<file path="config.mk">
export PLATFORM = sky130hd
export DESIGN_NAME = pwm_ramp_gen
export DESIGN_NICKNAME = d
export VERILOG_FILES = /design/src/rtl/pwm_ramp_gen.sv
export SDC_FILE = /design/constraint.sdc
export NUM_CORES = 1
export LEC_CHECK = 0
export BUFFER_PORTS_ARGS = -buffer_cell sky130_fd_sc_hd__buf_2
export CORE_MARGIN = 3
export CORE_UTILIZATION = 30
export CTS_CLUSTER_DIAMETER = 120
export DETAILED_ROUTE_END_ITERATION = 10
export PLACE_DENSITY = 0.58
export SLEW_MARGIN = 30
export SYNTH_ARGS = -nofsm -noshare
export SYNTH_HDL_FRONTEND = slang
export SYNTH_SLANG_ARGS = --single-unit
</file>
<file path="constraint.sdc">
create_clock -name clk -period 1.9 [get_ports clk]
set_clock_uncertainty 0.2 [all_clocks]
set_input_delay 0.19 -clock clk [delete_from_list [all_inputs] [get_ports clk]]
set_output_delay 0.19 -clock clk [all_outputs]
set_load 0.005 [all_outputs]
</file>
<file path="src/rtl/pwm_ramp_gen.sv">
// Sawtooth ramp and period-aligned reference for a registered >= comparator.
// Reference writes are double-buffered and take effect only at period boundaries.
module pwm_ramp_gen #(
   parameter int unsigned WIDTH    = 4,
   parameter int unsigned PRESCALE = 4,
   parameter int unsigned TOP      = 15
) (
   input  logic             clk,
   input  logic             rst,
   input  logic             en,
   input  logic [WIDTH-1:0] ref_in,
   input  logic             ref_load,
   output logic [WIDTH-1:0] ramp,
   output logic [WIDTH-1:0] ref_out,
   output logic             period_start,
   output logic             ref_ack,
   output logic             busy
);

   localparam int unsigned      PW       = (PRESCALE > 1) ? $clog2(PRESCALE) : 1;
   localparam logic [PW-1:0]    PRE_LAST = PW'(PRESCALE - 1);
   localparam logic [WIDTH-1:0] RAMP_TOP = WIDTH'(TOP);

   typedef enum logic [1:0] {StIdle, StRun, StDrain} state_e;

   state_e           state_q;
   logic [PW-1:0]    presc_q;
   logic [WIDTH-1:0] shadow_q;
   logic             pending_q;

   logic step;
   logic boundary;
   logic xfer;

   always_comb begin
      step     = (state_q != StIdle) && (presc_q == PRE_LAST);
      boundary = step && (ramp == RAMP_TOP);
      // DRAIN boundaries deliberately do not transfer, so a pending value survives to restart
      xfer     = ((state_q == StIdle) && en) || ((state_q == StRun) && boundary);
   end

   always_ff @(posedge clk) begin
      if (rst) begin
         state_q      <= StIdle;
         presc_q      <= '0;
         shadow_q     <= '0;
         pending_q    <= 1'b0;
         ramp         <= '0;
         ref_out      <= '0;
         period_start <= 1'b0;
         ref_ack      <= 1'b0;
         busy         <= 1'b0;
      end else begin
         period_start <= 1'b0;
         ref_ack      <= 1'b0;

         if (ref_load) begin
            shadow_q  <= ref_in;
            pending_q <= 1'b1;
         end

         // A load coinciding with the transfer point bypasses the shadow
         if (xfer) begin
            if (ref_load) begin
               ref_out   <= ref_in;
               ref_ack   <= 1'b1;
               pending_q <= 1'b0;
            end else if (pending_q) begin
               ref_out   <= shadow_q;
               ref_ack   <= 1'b1;
               pending_q <= 1'b0;
            end
         end

         unique case (state_q)
            StIdle: begin
               ramp    <= '0;
               presc_q <= '0;
               if (en) begin
                  state_q      <= StRun;
                  busy         <= 1'b1;
                  period_start <= 1'b1;
               end
            end
            StRun, StDrain: begin
               if (step) begin
                  presc_q <= '0;
                  ramp    <= boundary ? '0 : ramp + 1'b1;
               end else begin
                  presc_q <= presc_q + 1'b1;
               end
               if (state_q == StRun) begin
                  if (boundary) period_start <= 1'b1;
                  if (!en) state_q <= StDrain;
               end else if (boundary) begin
                  state_q <= StIdle;
                  busy    <= 1'b0;
               end else if (en) begin
                  state_q <= StRun;
               end
            end
            default: begin
               state_q <= StIdle;
               busy    <= 1'b0;
            end
         endcase
      end
   end

endmodule

</file>
== After elaboration in Yosys (flattened, before gate mapping) ==
Index checks and enable logic that the tools add are counted.

* Bitwise logic cells: 1
* Multiplexer cells: 26
* Reduce and logical (&&, ||, !) cells: 14
* Equal/unequal tests: 9
* $add $sub $neg: 2

{| class="wikitable"
|+ Operator list
! cell !! number
|-
| $mux 4 || 4
|-
| $mux 1 || 12
|-
| $mux 2 || 5
|-
| $ne 2x2->1 const B || 4
|-
| $pmux 2 s2 || 2
|-
| $pmux 4 s2 || 1
|-
| $reduce_bool 2->1 || 3
|-
| $add 4x1->4 const B || 1
|-
| $eq 2x2->1 const B || 2
|-
| $eq 4x4->1 const B || 1
|-
| $logic_and 1x1->1 || 4
|-
| $pmux 1 s2 || 2
|-
| $reduce_and 2->1 || 2
|-
| $reduce_or 2->1 || 2
|-
| $ne 3x3->1 const B || 1
|-
| $reduce_and 3->1 || 1
|-
| $add 2x1->2 const B || 1
|-
| $eq 2x1->1 const B || 1
|-
| $logic_not 2->1 || 1
|-
| $logic_or 1x1->1 || 1
|-
| $not 1->1 || 1
|}

* Register bits after elaboration: 20

== Depth between registers and ports, before layout ==
Gate-level depths: netlist of run 1.

* Depth after elaboration: 7
* Mapped depth: 7
* Mapped depth without buffers: 6

== Worst setup path before layout of run 1 ==
No wires, ideal clock.

* Path kind: flip-flop to flip-flop
* Start point: register ramp[0]
* End point: register ref_out[0]
* Stages on the path, launching flop included: 6
* Library setup time: 0.121 ns
* Slack: 0.135 ns
* Arrival time: 1.444 ns
* Cell sequence: dfxtp_1 -> ha_1 -> and3_4 -> a32oi_2 -> nor2_4 -> mux2_4

* Word-level cells in the longest chain between the ends: 5

{| class="wikitable"
|+ Ends and longest elaborated chain
! element !! line !! text
|-
| start, declared || 13 || <nowiki>output logic [WIDTH-1:0] ramp,</nowiki>
|-
| start signal, assigned || 88 || <nowiki>ramp <= boundary ? '0 : ramp + 1'b1;</nowiki>
|-
| $eq 4x4->1 || 37 || <nowiki>boundary = step && (ramp == RAMP_TOP);</nowiki>
|-
| $logic_and 1x1->1 || 37 ||
|-
| $logic_and 1x1->1 || 39 || <nowiki>xfer = ((state_q == StIdle) && en) || ((state_q == StRun) && boundary);</nowiki>
|-
| $logic_or 1x1->1 || 39 ||
|-
| $reduce_and 2->1 (no line) || n/a ||
|-
| end signal, assigned || 65 || <nowiki>ref_out <= ref_in;</nowiki>
|-
| end signal, assigned || 69 || <nowiki>ref_out <= shadow_q;</nowiki>
|-
| end, declared || 14 || <nowiki>output logic [WIDTH-1:0] ref_out,</nowiki>
|}

Every way passes these cells.
A chain may end at the register's enable or synchronous reset.

== Final worst setup path of run 1 ==
* Start point: register state_q[1]
* End point: register ref_out[1]

* Word-level cells in the longest chain between the ends: 6

{| class="wikitable"
|+ Ends and longest elaborated chain
! element !! line !! text
|-
| start, declared || 26 || <nowiki>state_e state_q;</nowiki>
|-
| start signal, assigned || 44 || <nowiki>state_q <= StIdle;</nowiki>
|-
| start signal, assigned || 80 || <nowiki>state_q <= StRun;</nowiki>
|-
| start signal, assigned || 94 || <nowiki>if (!en) state_q <= StDrain;</nowiki>
|-
| $reduce_bool 2->1 || 36 || <nowiki>step = (state_q != StIdle) && (presc_q == PRE_LAST);</nowiki>
|-
| $logic_and 1x1->1 || 36 ||
|-
| $logic_and 1x1->1 || 37 ||
|-
| $logic_and 1x1->1 || 39 ||
|-
| $logic_or 1x1->1 (*) || 39 ||
|-
| $reduce_and 2->1 (no line) (*) || n/a ||
|}

Mark *: on every way between the ends. The rest lies on a longest branch, timed or not.

==> summary.md, run 1 <==
| Metric | Value |
|---|---|
| FMAX | 556 MHz |
| Worst slew margin | 0.763 |
| DRT iter0 DRCs | 16 |
| # rows | 20 |
| Number of synthesized flops with an enable pin | 0 |
| PwrDens | 788 nW/um^2 |
| Layout net count | 148 |
| Boundary Pins | 19 |
| CTS root buf | clkbuf_4 |
| Final GP Congestion | 0.781 |
| Clock Pin Slew Worst Setup and Hold Paths | 0.13 ns |
| Vias per cell | 4.59 |
| FF+latch count, synth | 20 |
| Setup violators final | 0 |
| Flop2flop setup slack | 0.10 ns |
| Adder-Cell Fraction of Synth Area | 0.0641 |
| Critical path arrival | 1.81 ns |
| Clk buf depth | 2 |
| Final Hold Viols | 0 |
| Critical Path RT | 1.91 ns |
| Vias in the first global route | 792 |
| Post-synthesis mux area share | 0.103 |
| Slew Viols, Final | 0 |
| Post-Syn Instances | 106 |
| Hold WC Path Type | in -> reg |
| Wirelength, routed | 2.03 mm |
| First drt pass iteration count | 4 |
| N_diodes | 0 |
| XOR/XNOR Fraction of Synth Area | 0 |
| Synth area leaders | dfxtp_1 41%, ha_1 6.4%, mux2_4 6.2%, nor2_1 5.4%, mux2i_1 4.1% |
| Cell variety after synth | 31 |
| Syn Nets | 119 |
| Synth Warn # | 0 |
| Die H | 63.0 um |
| Crit end category | register |
| Share of layout cells above drive strength 1 | 0.284 |
| Synth Cell Area | 976 sq um |
| Register area share after synthesis | 0.410 |
| Compound-Gate Fraction of Synth Area | 0.151 |
| Fillers | 313 |
| Post-synth ARST share | 0 |
| Largest net degree at the start of global routing | 21 |
| DP HPWL | 1.45 mm |
| Total track usage | 0.109 |
| Critical path fanouts, max | 5 |
| Routed via count | 817 |
| Area Overhead vs Synth | 28.3% |
| Die area | 3970 sq um |
| Post-synth top area cell | dfxtp_1 |
| H-tree levels | 1 |
| Leak Pwr | 0.527 nW |
| Primary FF master, synth | dfxtp_1 |
| Antenna violations before repair | 0 |
| Wire per inst | 11.4 um |
| Grt ovf | 0 |
| Post-Synth Simple-Gate Area | 0.236 |
| CTS buffer count | 3 |
| PnR worst setup slack | 0.102 ns |
| Initial Util | 0.317 |
| Setup TNS | 0 ns |
| Peak supply drop | 0.000331 V |
| Core area | 3080 sq um |
| Drt drc | 0 |
| RSZ-0062 raised after global routing | false |
| CTS tree | built |
| Fin crit share | 0.946 |
| Port buffer count | 18 |
| Least-Margin Pin Slew | 0.356 ns |
| Status | complete, no violations |
| Global-route wire length before repair | 3.53 mm |
| Top cell type's share of synthesized area | 0.410 |
| Max_cap viols | 0 |
| Worst setup SP type | register |
| Worst skew pair latency | 0.31 ns |
| Main combinational cell family by area after synthesis | simple AND/OR/NAND/NOR gates |
| Post-CTS setup buffer count | 0 |
| Routed Antenna Nets | 0 |
| Synthesized area per cell | 9.21 sq um |
| Die X | 63.0 um |
| Clk sinks | 20 |
| Dpl ws | 0.0543 ns |
| Worst Setup Path Type | reg -> reg |
| Period minus WS final | 1.80 ns |
[worst max-delay path, cell delays in order, from the launching register on]
cell	delay, ns
dfxtp_1	0.41
inv_1	0.08
ha_2	0.22
nor2b_4	0.13
a32oi_2	0.14
nor2_4	0.20
mux2_4	0.32
[through the flow]
stage                     utilization  hold WS, ns  instance area (sq um)  power [mW]  std cells
after floorplan                     -        0.165                    976       0.578        106
final                           0.407       0.0541                   1250       0.987        178
after detailed placement        0.372        0.293                   1150       0.628        169
after global placement          0.372        0.275                   1150       0.625        169
after CTS                       0.406       0.0417                   1250       0.996        178
after global routing            0.407       0.0719                   1250        1.04        178
[repair_timing]
action                                  CTS  global route
endpoints found under the setup margin    0             5
endpoints found under the hold margin     5             0
gates resized for setup                   0             2
hold buffers                              5             0
[synthesized netlist by cell type, drive strengths merged (2+ instances only)]
master / n
nand2b: 2
nor3: 5
nand3b: 2
nor2b: 6
nand2: 6
mux2i: 4
clkbuf: 4
o21ai: 3
dfxtp: 20
ha: 5
mux2: 4
inv: 4
nand4: 2
a22oi: 3
a21oi: 5
a31oi: 3
nor2: 15
nand3: 3
[report_power, final]
group	internal, mW	switching, mW
logic	0.0834	0.0902
clock network	0.213	0.145
registers	0.443	0.0122
[sequential cells by signal, indices dropped and copies added, names as in the netlist]
signal        count
shadow_q          4
ramp              4
presc_q           2
period_start      1
ref_out           4
pending_q         1
state_q           2
ref_ack           1
busy              1
[final cells by class]
class                           instances  area, sq um  area share
Timing Repair Buffer                   29          185       0.148
Clock inverter                          1         30.0      0.0240
Sequential cell                        20          402       0.321
Multi-Input combinational cell         77          543       0.434
Inverter                                4         15.0      0.0120
Tap cell                               44         55.1      0.0440
Clock buffer                            3         22.5      0.0180
[worst paths after layout]
kind / from / cells past startpoint / endpoint
setup reg to reg: state_q[1]$_SDFFE_PP0P_ / 6 / ref_out[1]$_SDFFE_PP0P_
hold / removal: rst / 2 / ramp[2]$_SDFFE_PP0P_
hold reg to reg: presc_q[1]$_SDFFE_PP0P_ / 2 / presc_q[1]$_SDFFE_PP0P_
setup / recovery: state_q[1]$_SDFFE_PP0P_ / 6 / ref_out[1]$_SDFFE_PP0P_
[routing by layer]
layer / global-route usage / share of wire / vias up
met1: 0.142 / 0.50 / 379
li1: - / - / 431
met2: 0.178 / 0.49 / 7
met4: 0.0579 / 0 / 0
met3: 0.0108 / 0.0084 / 0
met5: 0 / 0 / -
[cells in the final DEF, fill, tap and decap left out, types with 2 or more instances in the layout]
master / n
a21oi_1: 5
a22oi_1: 3
a31oi_1: 3
buf_2: 18
buf_4: 6
clkbuf_4: 3
dfxtp_1: 19
dlygate4sd3_1: 5
ha_1: 4
inv_1: 4
mux2_4: 4
mux2i_1: 4
nand2_1: 6
nand2b_1: 2
nand3_1: 3
nand3b_1: 2
nand4_1: 2
nor2_1: 14
nor2b_1: 5
nor3_1: 5
o21ai_0: 2
[cells by family after synthesis]
group / after synthesis
AO/OA/AOI/OAI: 21
buffers and inverters: 9
flip-flops: 20
AND/OR/NAND/NOR: 43
adder cells (fa/ha/maj): 5
multiplexers: 8
Note: power is estimated with default switching activity, not from simulation.
==> inputs of run 2 (changes only) <==
--- a/config.mk
+++ b/config.mk
@@ -10,7 +10,8 @@
 export CORE_UTILIZATION = 30
 export CTS_CLUSTER_DIAMETER = 120
 export DETAILED_ROUTE_END_ITERATION = 10
-export PLACE_DENSITY = 0.58
+export MAX_ROUTING_LAYER = met4
+export PLACE_DENSITY = 0.57
 export SLEW_MARGIN = 30
 export SYNTH_ARGS = -nofsm -noshare
 export SYNTH_HDL_FRONTEND = slang
==> constraint.sdc (replaced) <==
create_clock -name clk -period 2.27 [get_ports clk]
set_clock_uncertainty 0.2 [all_clocks]
set_input_delay 0.227 -clock clk [delete_from_list [all_inputs] [get_ports clk]]
set_output_delay 0.227 -clock clk [all_outputs]
set_load 0.01 [all_outputs]
==> run 2 against run 1 <==
Against the previous run:
- first-iteration DRC count increased to 4.0 times the previous value
- critical path depth decreased by 1
- final cell count decreased by 3.9%
- sequential share of layout area grew 1.5 points
- wire length fell by 3.3%
- flip-flop and latch count stayed put
- highest routed layer is now met4
==> summary.md, run 2 (synthesized netlist as in run 1, its figures left out) <==
| Metric | Value |
|---|---|
| DP Cell Count | 164 (-3.0%) |
| Least-Margin Pin Slew | 0.412 ns (+0.0560 ns) |
| Layout net count | 141 (-4.7%) |
| Slew Viols, Final | 0 (unchanged) |
| Clk sinks | 20 (unchanged) |
| Worst Min Path Start | ref_in[2] |
| RSZ-0062 raised after global routing | false |
| Post-placement cell area | 1110 sq um (-3.3%) |
| Port buffer count | 18 (unchanged) |
| Initial Util | 0.317 (unchanged) |
| Sw frac | 0.256 (+0.00509) |
| N_diodes | 0 (unchanged) |
| Worst Setup Path Type | reg -> reg |
| Sw power | 209 uW (-15%) |
| Critical path fanouts, max | 8 (+3) |
| PwrDens | 688 nW/um^2 (-13%) |
| Peak supply drop | 0.000231 V (-30%) |
| Total power | 819 uW (-17%) |
| FMAX | 523 MHz (-5.9%) |
| Worst setup path startpoint | presc_q[0]$_SDFFE_PP0P_ |
| Setup violators final | 0 (unchanged) |
| Die X | 63.0 um (unchanged) |
| Final Cell Area | 1190 sq um (-4.9%) |
| Global-route wire length before repair | 3.39 mm (-3.7%) |
| CTS buffer count | 3 (unchanged) |
| Hold Path End | shadow_q[2]$_SDFFE_PP0P_ |
| Boundary Pins | 19 (unchanged) |
| Comb pwr share | 0.169 (-0.007) |
| Routed Antenna Nets | 0 (unchanged) |
| Fillers | 300 (-4.2%) |
| Core area | 3080 sq um (unchanged) |
| Worst slew margin | 0.726 (-0.0373) |
| Wire per inst | 11.5 um (+0.61%) |
| Most frequent cells in the layout | 20 x dfxtp_1, 18 x buf_2, 14 x nor2_1 |
| Die H | 63.0 um (unchanged) |
| Flop2flop setup slack | 0.36 ns (+0.26 ns) |
| Fin crit share | 0.842 (-0.104) |
| Flop pwr share | 0.466 (+0.005) |
| Final GP Congestion | 0.789 (+1.0%) |
| Final Hold Viols | 0 (unchanged) |
| CTS tree | built |
| Slowest cell delay on critical path | 0.38 ns (-0.03 ns) |
| Antenna violations before repair | 0 (unchanged) |
| Slowest cell on crit path | dfxtp_1 |
| Crit path max-delay family | simple AND/OR/NAND/NOR gates |
| Crit Reg-Reg Endpoint | ref_out[1]$_SDFFE_PP0P_ |
| Status | complete, no violations |
| # rows | 20 (unchanged) |
| Max_cap viols | 0 (unchanged) |
| CTS root buf | clkbuf_4 |
| First drt pass iteration count | 4 (unchanged) |
| Share of layout cells above drive strength 1 | 0.244 (-0.0395) |
| Leak Pwr | 0.493 nW (-6.3%) |
| DRT iter0 DRCs | 64 (+48) |
| Drt drc | 0 (unchanged) |
| Clk buf depth | 2 (unchanged) |
| Biggest regs | ramp: 4 flops, ref_out: 4 flops, shadow_q: 4 flops |
| Total track usage | 0.109 (-0.000602) |
| Period minus WS final | 1.91 ns (+0.113 ns) |
| Clock power frac | 0.365 (+0.002) |
| H-tree levels | 1 (unchanged) |
| Most common cell after layout, fill and taps aside | dfxtp_1 |
| Vias per cell | 4.71 (+2.7%) |
| Crit end category | register |
| Cells along the critical path | ha_1 -> nor2b_4 -> a32oi_2 -> nor2_4 -> mux2_4 |
| Setup TNS | 0 ns (unchanged) |
| Critical Path RT | 2.28 ns (+0.37 ns) |
| R2r startpoint | presc_q[0]$_SDFFE_PP0P_ |
| Largest net degree at the start of global routing | 21 (unchanged) |
| Worst setup SP type | register |
| Routed via count | 806 (-1.3%) |
| Vias in the first global route | 773 (-2.4%) |
| Pint | 610 uW (-18%) |
| Grt ovf | 0 (unchanged) |
| Die area | 3970 sq um (unchanged) |
| Critical path arrival | 1.92 ns (+0.11 ns) |
| Hold WC Path Type | in -> reg |
| Wirelength, routed | 1.96 mm (-3.3%) |
| CP bufs+invs | 0 (-1) |
| Final Non-Filler Cells | 171 (-3.9%) |
| WHS Path Cells | 3 (+1) |
| DP HPWL | 1.37 mm (-5.4%) |
| Area Overhead vs Synth | 22.1% |
| Worst skew pair latency | 0.31 ns (about the same) |
| Reg2Reg Depth | 5 (-1) |
| Clock Pin Slew Worst Setup and Hold Paths | 0.12 ns (about the same) |
==> run 2: changes by cell type in the layout (fill, tap and decap cells not counted) <==
cell           before  now
buf_4               6    1
dfxtp_1            19   20
dfxtp_2             1    0
ha_2                1    0
dlygate4sd3_1       5    3
ha_1                4    5
==> run 2: tightest hold or removal path: cells and delay by family <==
kind / cells / cell delay (ns)
buf+inv: 1 / 0.08
mux: 1 / 0.05
simple gates: 1 / 0.13
==> run 2: final cells by class <==
type,count,area (sq um),area share
tap,44,55.1,0.0462
clock buffer,3,22.5,0.0189
sequential,20,400,0.336
inverter,4,15.0,0.0126
clock inverter,1,30.0,0.0252
multi-input combinational,77,541,0.454
timing repair buffer,22,128,0.107
==> run 2: metal layers <==
metal  routed length [um]  vias up  GRT usage
met2                  911       13      0.181
li1                     -      418          -
met5                    0        -          -
met3                   43        4     0.0180
met4                   40        0     0.0579
met1                  968      371      0.125
==> run 2: metrics by stage <==
stage	hold WS (ns)	setup slack [ns]	util
2_1_floorplan	0.202	0.461	-
3_3_place_gp	0.284	0.438	0.360
3_5_place_dp	0.298	0.378	0.360
4_1_cts	0.0118	0.369	0.387
5_1_grt	0.0332	0.239	0.387
6_report	0.0176	0.359	0.387
==> run 2: repair_timing <==
item / in CTS / in global routing
resized for setup: 0 / 0
buffers inserted: 0 / 0
hold buffers: 3 / 0
hold endpoints to repair: 3 / 0
==> run 2: power by group through the flow <==
stage	clock (mW)	combinational, mW	sequential [mW]
floorplan	0	0.0954	0.392
CTS	0.304	0.138	0.381
detailed placement	0	0.133	0.389
global placement	0	0.133	0.388
global route	0.316	0.152	0.384
finish	0.299	0.138	0.382
==> run 2: worst max-delay path by stage <==
stage | to | slack [ns] | depth (start not counted)
2_1_floorplan | ref_out[0]$_SDFFE_PP0P_ | 0.46 | 5
3_3_place_gp | ref_out[2]$_SDFFE_PP0P_ | 0.44 | 5
3_5_place_dp | ref_out[3]$_SDFFE_PP0P_ | 0.38 | 5
4_1_cts | ref_out[0]$_SDFFE_PP0P_ | 0.37 | 5
5_1_grt | ref_out[3]$_SDFFE_PP0P_ | 0.24 | 5
6_report | ref_out[1]$_SDFFE_PP0P_ | 0.36 | 5
==> inputs of run 3 (changes only) <==
==> constraint.sdc (replaced) <==
create_clock -name clk -period 1.95 [get_ports clk]
set_clock_uncertainty 0.2 [all_clocks]
set_input_delay 0.195 -clock clk [delete_from_list [all_inputs] [get_ports clk]]
set_output_delay 0.195 -clock clk [all_outputs]
set_load 0.01 [all_outputs]
==> run 3 against run 2 <==
Against the previous run:
- the run now ends with hold timing left
- global-route usage is 0.49 points higher
- power is 15% higher
- first-iteration DRC count is 41% lower
- largest cell class unchanged
- largest power group unchanged
- highest routed layer unchanged
==> summary.md, run 3 (synthesized netlist as in run 1, its figures left out) <==
| Metric | Value |
|---|---|
| Worst setup SP type | register |
| Sw frac | 0.245 (-0.0110) |
| DRT iter0 DRCs | 38 (-41%) |
| Routed via count | 835 (+3.6%) |
| Total track usage | 0.114 (+0.00488) |
| Clock Pin Slew Worst Setup and Hold Paths | 0.11 ns (about the same) |
| Hold WC Path Type | in -> reg |
| Share of layout cells above drive strength 1 | 0.264 (+0.0195) |
| # rows | 20 (unchanged) |
| Worst Setup Path Type | reg -> reg |
| Fin crit share | 0.949 (+0.108) |
| Clock power frac | 0.357 (-0.008) |
| Clk sinks | 20 (unchanged) |
| Final Hold Viols | 1 (+1) |
| Largest net degree at the start of global routing | 21 (unchanged) |
| N_diodes | 0 (unchanged) |
| Setup TNS | 0 ns (unchanged) |
| Failing checks | hold timing |
| Biggest regs | ramp: 4 flops, ref_out: 4 flops, shadow_q: 4 flops |
| RSZ-0062 raised after global routing | false |
| Least-Margin Pin Slew | 0.382 ns (-0.0299 ns) |
| Comb pwr share | 0.172 (+0.003) |
| Drt drc | 0 (unchanged) |
| Period minus WS final | 1.85 ns (-0.0594 ns) |
| Met3 usage | 0.0162 (-0.00180) |
| Crit end category | register |
| Wirelength, routed | 2.02 mm (+3.0%) |
| Die X | 63.0 um (unchanged) |
| Layout net count | 143 (+1.4%) |
| First drt pass iteration count | 4 (unchanged) |
| Area Overhead vs Synth | 23.8% |
| Slew Viols, Final | 0 (unchanged) |
| Status | finished, violations left |
| Most common cell after layout, fill and taps aside | dfxtp_1 |
| Critical path fanouts, max | 6 (-2) |
| Final Non-Filler Cells | 173 (+1.2%) |
| Leak Pwr | 0.503 nW (+2.0%) |
| Grt ovf | 0 (unchanged) |
| CTS root buf | clkbuf_4 |
| Total power | 942 uW (+15%) |
| Critical Path RT | 1.95 ns (-0.33 ns) |
| Routed Antenna Nets | 0 (unchanged) |
| Core area | 3080 sq um (unchanged) |
| Worst slew margin | 0.745 (+0.0200) |
| Die area | 3970 sq um (unchanged) |
| CTS buffer count | 3 (unchanged) |
| Boundary Pins | 19 (unchanged) |
| PwrDens | 779 nW/um^2 (+13%) |
| Pint | 711 uW (+17%) |
| WHS | -0.00297 ns (-0.0206 ns) |
| Final GP Congestion | 0.786 (-0.44%) |
| Initial Util | 0.317 (unchanged) |
| Clk buf depth | 2 (unchanged) |
| Vias in the first global route | 796 (+3.0%) |
| Peak supply drop | 0.000247 V (+7.0%) |
| Most frequent cells in the layout | 20 x dfxtp_1, 18 x buf_2, 14 x nor2_1 |
| Port buffer count | 18 (unchanged) |
| DP Cell Count | 166 (+1.2%) |
| Flop pwr share | 0.471 (+0.005) |
| Global-route wire length before repair | 3.55 mm (+4.7%) |
| Flop2flop setup slack | 0.1 ns (-0.26 ns) |
| Global routing usage on met1 | 0.134 (+0.00941) |
| Busiest grt layer | met2 |
| Critical path arrival | 1.85 ns (-0.07 ns) |
| Setup violators final | 0 (unchanged) |
| Worst skew pair latency | 0.30 ns (about the same) |
| CTS tree | built |
| Antenna violations before repair | 0 (unchanged) |
| M2 GR Usage | 0.187 (+0.00659) |
| H-tree levels | 1 (unchanged) |
| Die H | 63.0 um (unchanged) |
| Sw power | 230 uW (+10%) |
| FMAX | 540 MHz (+3.2%) |
| DP HPWL | 1.41 mm (+2.9%) |
| Wire per inst | 11.7 um (+1.8%) |
| Max_cap viols | 0 (unchanged) |
| Vias per cell | 4.83 (+2.4%) |
[run 3: changes by cell type in the layout (fill, tap and decap cells not counted), sizes merged]
cell  delta
buf      +2
[run 3: stage by stage]
stage          setup slack, ns  area (sq um)   util
2_1_floorplan            0.141           976      -
3_3_place_gp             0.105          1120  0.365
3_5_place_dp            0.0733          1120  0.365
4_1_cts                 0.0519          1210  0.392
5_1_grt               0.000895          1210  0.393
6_report                0.0986          1210  0.393
[run 3: metal layers]
metal	part of all wire	vias to the layer above	wire length, um
met3	0.037	4	75
met5	0	-	0
met2	0.50	27	1010
met1	0.45	378	917
li1	-	426	-
met4	0.011	0	23
[run 3: final timing paths]
kind,startpoint,to,cells past startpoint
hold / removal,ref_in[2],shadow_q[2]$_SDFFE_PP0P_,3
hold reg to reg,presc_q[1]$_SDFFE_PP0P_,presc_q[1]$_SDFFE_PP0P_,2
setup reg to reg,ramp[0]$_SDFFE_PP0P_,ref_out[2]$_SDFFE_PP0P_,5
setup / recovery,ramp[0]$_SDFFE_PP0P_,ref_out[2]$_SDFFE_PP0P_,5
[run 3: power by group through the flow]
stage | Clock [mW] | Combinational [mW] | Sequential (mW)
2_1_floorplan | 0 | 0.111 | 0.456
3_3_place_gp | 0 | 0.153 | 0.452
5_1_grt | 0.368 | 0.182 | 0.448
6_report | 0.336 | 0.162 | 0.444
3_5_place_dp | 0 | 0.155 | 0.453
4_1_cts | 0.352 | 0.160 | 0.444
[run 3: worst max-delay path, cell delays in order, from the launching register on]
cell	delay (ns)
dfxtp_1	0.44
ha_1	0.21
and3_4	0.20
a32oi_2	0.16
nor2_4	0.22
mux2_4	0.32
[run 3: timing repair]
action                                 4_1_cts  5_1_grt
endpoints found under the hold margin        3        0
buffers inserted                             0        0
gates resized for setup                      0        1
setup endpoints to repair                    0        7
hold buffers                                 3        0
[run 3: area by class of cell]
| cell class | instances | area, sq um |
|---|---|---|
| tap | 44 | 55.1 |
| sequential | 20 | 400 |
| inverter | 4 | 15.0 |
| fill | 313 | 1870 |
| clock buffer | 3 | 22.5 |
| clock inverter | 1 | 30.0 |
| timing repair buffer | 24 | 143 |
| multi-input combinational | 77 | 543 |
